--- src/rtl/logs_pkg.sv ---
// Shared constants and helpers for the divider bank.
package logs_pkg;

  // Default divisor/counter width.
  localparam int W_DEF = 16;

  // Default divisor loaded into every channel at reset.
  localparam int DIV_RST_DEF = 2;

  // Address width for n channels; never narrower than one bit.
  function automatic int addr_w(input int n);
    return (n > 1) ? $clog2(n) : 1;
  endfunction

endpackage

--- src/rtl/logs_divider_chan.sv ---
// One divider channel: counter, active/pending divisor, registered tick and
// square wave. Pending divisors are promoted only at a wrap so a period in
// flight always completes with the divisor it started with.
module logs_divider_chan #(
  parameter int W       = logs_pkg::W_DEF,
  parameter int DIV_RST = logs_pkg::DIV_RST_DEF
) (
  input  logic         clk,
  input  logic         rst,
  input  logic         en,
  input  logic         wr,
  input  logic [W-1:0] wr_data,
  input  logic         sync,
  output logic         tick,
  output logic         sq
);

  logic [W-1:0] cnt;
  logic [W-1:0] div_act;
  logic [W-1:0] div_pend;
  logic         pend_vld;
  logic [W-1:0] deff;
  logic         wrap;

  // Divisor 0 behaves as 1; ">=" lets a counter left beyond a freshly
  // loaded smaller divisor wrap on the next enabled edge.
  always_comb begin
    deff = (div_act == '0) ? W'(1) : div_act;
    wrap = (cnt >= (deff - W'(1)));
  end

  // Channel state update: reset, then sync, then disabled load/hold, then count.
  always_ff @(posedge clk) begin
    if (rst) begin
      cnt      <= '0;
      div_act  <= W'(DIV_RST);
      div_pend <= '0;
      pend_vld <= 1'b0;
      tick     <= 1'b0;
      sq       <= 1'b0;
    end else if (sync) begin
      cnt      <= '0;
      tick     <= 1'b0;
      sq       <= 1'b0;
      pend_vld <= 1'b0;
      if (wr) begin
        div_act <= wr_data;
      end else if (pend_vld) begin
        div_act <= div_pend;
      end
    end else if (!en) begin
      tick <= 1'b0;
      if (wr) begin
        div_act  <= wr_data;
        pend_vld <= 1'b0;
        cnt      <= '0;
      end
    end else begin
      tick <= (cnt == '0);
      if (cnt == '0) begin
        sq <= ~sq;
      end
      if (wrap) begin
        cnt <= '0;
        if (pend_vld) begin
          div_act  <= div_pend;
          pend_vld <= 1'b0;
        end
      end else begin
        cnt <= cnt + W'(1);
      end
      // A write landing on a wrap edge queues behind the promotion above.
      if (wr) begin
        div_pend <= wr_data;
        pend_vld <= 1'b1;
      end
    end
  end

endmodule

--- src/rtl/logs_divider_bank.sv ---
// Bank of NCH independent programmable clock dividers sharing one divisor
// write port and one global realignment strobe.
module logs_divider_bank
  import logs_pkg::*;
#(
  parameter int NCH     = 4,
  parameter int W       = W_DEF,
  parameter int DIV_RST = DIV_RST_DEF
) (
  input  logic                      clk,
  input  logic                      rst,
  input  logic [NCH-1:0]            en,
  input  logic                      wr_en,
  input  logic [addr_w(NCH)-1:0]    wr_addr,
  input  logic [W-1:0]              wr_data,
  input  logic                      sync,
  output logic [NCH-1:0]            tick,
  output logic [NCH-1:0]            sq
);

  localparam int AW = addr_w(NCH);

  logic [NCH-1:0] wr_ch;

  // Address decode; addresses at or beyond NCH match no channel.
  always_comb begin
    wr_ch = '0;
    for (int i = 0; i < NCH; i++) begin
      wr_ch[i] = wr_en && (wr_addr == AW'(i));
    end
  end

  for (genvar g = 0; g < NCH; g++) begin : g_chan
    logs_divider_chan #(
      .W       (W),
      .DIV_RST (DIV_RST)
    ) u_chan (
      .clk     (clk),
      .rst     (rst),
      .en      (en[g]),
      .wr      (wr_ch[g]),
      .wr_data (wr_data),
      .sync    (sync),
      .tick    (tick[g]),
      .sq      (sq[g])
    );
  end

endmodule

--- config.mk ---
export PLATFORM = sky130hd
export DESIGN_NAME = logs_divider_bank
export DESIGN_NICKNAME = d
export VERILOG_FILES = /design/src/rtl/logs_pkg.sv /design/src/rtl/logs_divider_chan.sv /design/src/rtl/logs_divider_bank.sv
export SDC_FILE = /design/constraint.sdc
export NUM_CORES = 1
export LEC_CHECK = 0
export BUFFER_PORTS_ARGS = -buffer_cell sky130_fd_sc_hd__buf_2
export CAP_MARGIN = 15
export CORE_ASPECT_RATIO = 1.1
export CORE_MARGIN = 2
export CORE_UTILIZATION = 63
export DETAILED_ROUTE_END_ITERATION = 8
export MAX_ROUTING_LAYER = met4
export PLACE_DENSITY = 0.89
export RECOVER_POWER = 100
export SYNTH_ARGS = -nofsm -noshare
export SYNTH_HDL_FRONTEND = slang
export SYNTH_SLANG_ARGS = --single-unit
--- constraint.sdc ---
create_clock -name clk -period 5.25 [get_ports clk]
set_input_delay 0.2625 -clock clk [delete_from_list [all_inputs] [get_ports clk]]
set_output_delay 0.2625 -clock clk [all_outputs]
set_load 0.05 [all_outputs]
### Word-level counts from Yosys, hierarchy flattened

Index checks and enable logic that the tools add are counted.

| operators by class | value |
|---|---|
| bitwise gates (word level) | 9 |
| $lt $le $gt $ge | 4 |
| eq/ne operators | 7 |
| reductions and logical operators | 46 |
| muxes and demuxes | 56 |
| add/subtract/negate cells | 8 |

Operators with widths:

| operator | count |
|---|---|
| two-way mux 16 bit | 40 |
| zero test 16 bit | 8 |
| adder 16 x 1 -> 16 bit, second input constant | 4 |
| >= comparator 16 bit | 4 |
| subtractor 16 x 1 -> 16 bit, second input constant | 4 |
| AND reduction 2 bit | 12 |
| two-way mux 1 bit | 16 |
| nonzero test 2 bit | 8 |
| inequality test 3 x 1 -> 1 bit, second input constant | 4 |
| AND reduction 3 bit | 4 |
| nonzero test 3 bit | 4 |
| OR reduction 3 bit | 4 |
| NOT 1 bit | 9 |
| equality test 2 bit, second input constant | 2 |
| logical AND 1 bit | 4 |
| equality test 2 x 1 -> 1 bit, second input constant | 1 |
| zero test 2 bit | 1 |
| OR reduction 2 bit | 1 |

| storage, ports and cells | value |
|---|---|
| output and inout bits | 8 |
| flip-flop bits (word level) | 204 |

### Logic depth before layout (Yosys ltp)

| logic depth | value |
|---|---|
| word-level depth | 7 |
| gate-level depth with buffers | 20 |
| depth with buffers taken out | 18 |

### By module

A second synthesis with hierarchy kept.

| unflattened totals | value |
|---|---|
| cell total of the unflattened synthesis | 1550 |
| area, all modules | 12426.9 um2 |

By module, submodules not included:

| module | sequential area each (um2) | instances | cells an instance | area an instance (um2) |
|---|---|---|---|---|
| logs_divider_chan at g_chan[0].u_chan ... | 1021.0 | 2 | 388 | 3100.5 |
| logs_divider_chan at g_chan[1].u_chan ... | 1021.0 | 2 | 385 | 3094.2 |
| logs_divider_bank | 0.0 | 1 | 4 | 37.5 |

### Worst setup path after synthesis

No wires, ideal clock.

| timing path | value |
|---|---|
| kind | flip-flop to flip-flop |
| start point | register g_chan[0].u_chan.div_act[8] |
| end point | register g_chan[0].u_chan.div_act[10] |
| path buffers | 1 |
| cell stages (with the launch flop) | 18 |
| slack | 0.947 ns |
| period minus slack after synthesis | 4.303 ns |
| data arrival time | 4.176 ns |
| setup time | 0.128 ns |
| cells stage by stage | dfxtp_1 -> or4_1 -> or3_1 -> or3_1 -> nor2_1 -> nor2_1 -> ha_1 -> nand2_1 -> or3_1 -> xor2_1 -> ha_1 -> nand4_1 -> or3_1 -> a311o_1 -> a31oi_4 -> buf_6 -> mux2i_1 -> nor2_1 |

| between the ends | value |
|---|---|
| longest elaborated chain between the ends | 6 |

Ends and longest elaborated chain:

| item | RTL line | source |
|---|---|---|
| from (decl) | logs_divider_chan.sv:19 | `logic [W-1:0] div_act;` |
| from (signal assigned) | logs_divider_chan.sv:36 | `div_act <= W'(DIV_RST);` |
| from (signal assigned) | logs_divider_chan.sv:47 | `div_act <= wr_data;` |
| from (signal assigned) | logs_divider_chan.sv:49 | `div_act <= div_pend;` |
| zero test 16 bit | logs_divider_chan.sv:28 | `deff = (div_act == '0) ? W'(1) : div_act;` |
| two-way mux 16 bit * | logs_divider_chan.sv:28 |  |
| subtractor 16 x 1 -> 16 bit * | logs_divider_chan.sv:29 | `wrap = (cnt >= (deff - W'(1)));` |
| >= comparator 16 bit * | logs_divider_chan.sv:29 |  |
| inequality test 3 x 1 -> 1 bit (no source line) * | - |  |
| AND reduction 2 bit (no source line) * | - |  |

Mark *: on every way between the ends. The rest lies on a longest branch, timed or not.
A chain may end at the register's enable or synchronous reset.

### Worst setup path in the final report

| timing path | value |
|---|---|
| start point | register g_chan[1].u_chan.div_act[8] |
| end point | register g_chan[1].u_chan.cnt[5] |

| between the ends | value |
|---|---|
| longest elaborated chain between the ends | 6 |

Ends and longest elaborated chain:

| item | RTL line | source |
|---|---|---|
| from (decl) | logs_divider_chan.sv:19 |  |
| from (signal assigned) | logs_divider_chan.sv:36 |  |
| from (signal assigned) | logs_divider_chan.sv:47 |  |
| from (signal assigned) | logs_divider_chan.sv:49 |  |
| zero test 16 bit | logs_divider_chan.sv:28 |  |
| two-way mux 16 bit * | logs_divider_chan.sv:28 |  |
| subtractor 16 x 1 -> 16 bit * | logs_divider_chan.sv:29 |  |
| >= comparator 16 bit * | logs_divider_chan.sv:29 |  |
| two-way mux 16 bit * | logs_divider_chan.sv:63 | `if (wrap) begin` |
| two-way mux 16 bit * | logs_divider_chan.sv:51 | `end else if (!en) begin` |
| to (signal assigned) | logs_divider_chan.sv:70 | `cnt <= cnt + W'(1);` |
| to (decl) | logs_divider_chan.sv:18 | `logic [W-1:0] cnt;` |

Marked as above.

==> metrics.cfg <==
[yosys]
async_flop_share_pct = 0
synth_cells = 1573
synth.most_common_cell = nand2_1
syn_area_per_cell_um2 = 7.91
synth_top_area_cell = dfxtp_1
ys_ff_latch = 204
synth_commonest_cells = nand2_1, dfxtp_1, a21oi_1
ys_types = 74
synth-edff-count = 0
synth_top_area_share_pct = 32.8
synth_ff_type = dfxtp_1
synth_nets = 1675
synth_area_leaders = dfxtp_1, nand2_1, mux2i_1, ha_1, a21oi_1
syn-cell-area_mm2 = 0.0124
ys_seq_area_share_pct = 32.8
yosys_warnings = 0

[clocking]
post_cts_buffers = 0
cts_sinks = 204
cts-resized-gates = 0
htree_levels = 1
clock_latency_ps = 510
cts_hold_buf = 0
root_buffer = clkbuf_16
clkTransAtPathRegs_ps = 60
cts_buffers = 22
clk_path_buf_depth = 3
cts_tree = built

[floorplanning]
placementRows = 53
dieArea_mm2 = 0.0209
die_w_um = 138
start_util_pct = 64.7
pin_count = 34
core_area_mm2 = 0.0192
die-height_um = 151

[sta]
fin_crit_ps = 4850
worst_pin_slew_ps = 1110
slew_headroom_pct = 25.9
report.final.hold_viol_count = 0
fmax_mhz = 206
rsz0062_at_grt = no
setup_ws_ps = 401
finalCritPeriodShare_pct = 92.4
setup_viol = 0
finClkSkew_ps = 5.65
slew_violations = 0
finalSetupTns_ps = 0

[worst_setup_path]
rr_startpoint = g_chan[1].u_chan.div_act[8]
arrival_ps = 5280
ff2ff_path_depth = 18
cp_data_required_time_ps = 5680
crit_path_end_kind = flop
cp_max_fo = 18
startpoint_type = flop
critPathKind = flop to flop
rrSetupSlack_ps = 400
r2r-end = g_chan[1].u_chan.cnt[5]

[power_and_ir_drop]
power.density_mw_per_mm2 = 295
leakagePower_nw = 5.13
vdd_drop_max_v = 0.000338

[layout]
area_delta_synth_final_pct = 7.22
final_util_pct = 69.4
drive_above_1_share_pct = 6.24
nets = 1656

[detailed_routing]
wl_um = 30500
drtIter0Drc = 905
ant_nets = 0
avgRoutedWirePerCell_um = 16.8
drtPass1Iterations = 5
viasPerCell = 6.30
drc = 0
num_vias = 11400

[grt]
grt_overflow = 0
track_usage_pct = 29.9
grt_start_max_net_pins = 108
antenna_found_initial = 1
grt_pass1_wl_um = 49700
grt_pass1_vias = 10600

[worst_hold_path]
hp-class = input pin to flop
hp-start = wr_data[3]
holdPathStages = 3
holdPathEnd = g_chan[2].u_chan.div_pend[3]

[job]
maxCapViolations = 0

[place]
pre_cts_ws_ps = 587
numPortBuffers = 33
hpwl_um = 20600
routabilityCongestion = 0.938

[outcome]
run_status = finished clean

[cell usage in the layout, fill, tap and decap left out, drive strengths merged, types with 31 or more instances in the layout]
master	synthesis	final
mux2i	98	98
inv	52	52
o21ai	96	96
clkbuf	63	47
buf	31	35
ha	76	76
nor4	31	31
dfxtp	204	204
nand2	266	266
nand3	50	50
nor3	37	37
xnor2	32	32
a21oi	135	135
nor2	118	118
[metrics by stage]
step                hold WS [ps]  instances  cell area, um^2  power [W]
finish                      86.3       1818            13300    0.00393
global route                79.5       1818            13300    0.00410
CTS                         72.9       1811            13300    0.00394
detailed placement           448       1771            12600    0.00236
global placement             442       1771            12600    0.00233
floorplan                    426       1573            12400    0.00222
[per-layer routing]
layer,vias up,track usage (%),share of wire (%)
li1,5541,-,-
met1,5426,38.0,43
met2,396,49.0,48
met3,82,3.51,6.6
met4,0,10.9,3.0
met5,-,-,0
[cells by family after synthesis]
| logic type | synth area share [%] |
|---|---|
| compound gates | 17.7 |
| xor+xnor | 4.15 |
| fa+ha+maj | 7.64 |
| buf+inv | 5.33 |
| flops | 32.8 |
| mux | 7.98 |
| simple gates | 24.4 |
[final cells by class]
cell class	count	area, um^2
clock buffers	31	646
diodes	1	2.50
clock inverters	9	97.6
repair buffers	51	308
well taps	247	309
inverters	52	195
flip-flops and latches	204	4080
fillers	1517	5890
multi-input cells	1223	7700
[worst max-delay path by stage]
stage	end	cells after the start	slack, ps	start
detailed placement	g_chan[3].u_chan.cnt[15]	16	590	g_chan[3].u_chan.div_act[8]
floorplan	g_chan[0].u_chan.div_act[10]	17	950	g_chan[0].u_chan.div_act[8]
global placement	g_chan[3].u_chan.div_act[1]	17	740	g_chan[3].u_chan.div_act[8]
global route	g_chan[1].u_chan.cnt[12]	18	120	g_chan[1].u_chan.div_act[8]
CTS	g_chan[3].u_chan.cnt[15]	16	570	g_chan[3].u_chan.div_act[8]
finish	g_chan[1].u_chan.cnt[5]	18	400	g_chan[1].u_chan.div_act[8]
[worst max-delay path, cell delays in order, from the launching register on]
cell and delay (ps):
dfxtp_1 370, or4_1 580, or3_1 370, nor2_1 100
nand2_1 80, nor2_1 140, nor2_1 80, ha_1 220
nand2_1 150, or3_1 140, xor2_1 150, ha_1 260
nand4_1 130, nor3_1 70, or4_1 610, a2111oi_4 230
clkbuf_1 610, o21ai_0 230, a31oi_1 240
[state kept, by name, summed over array words and instances, names as in the netlist]
name / cells
g_chan.u_chan.div_act: 64
g_chan.u_chan.cnt: 64
g_chan.u_chan.sq: 4
g_chan.u_chan.pend_vld: 4
g_chan.u_chan.div_pend: 64
g_chan.u_chan.tick: 4
[report_power, final]
part	leakage, nW	internal (W)	switching, W
combinational	3.10	0.000271	0.000406
clock	0.369	0.000955	0.000640
sequential	1.66	0.00160	0.0000643
total	5.13	0.00282	0.00111
Note: power is estimated with default switching activity, not from simulation.
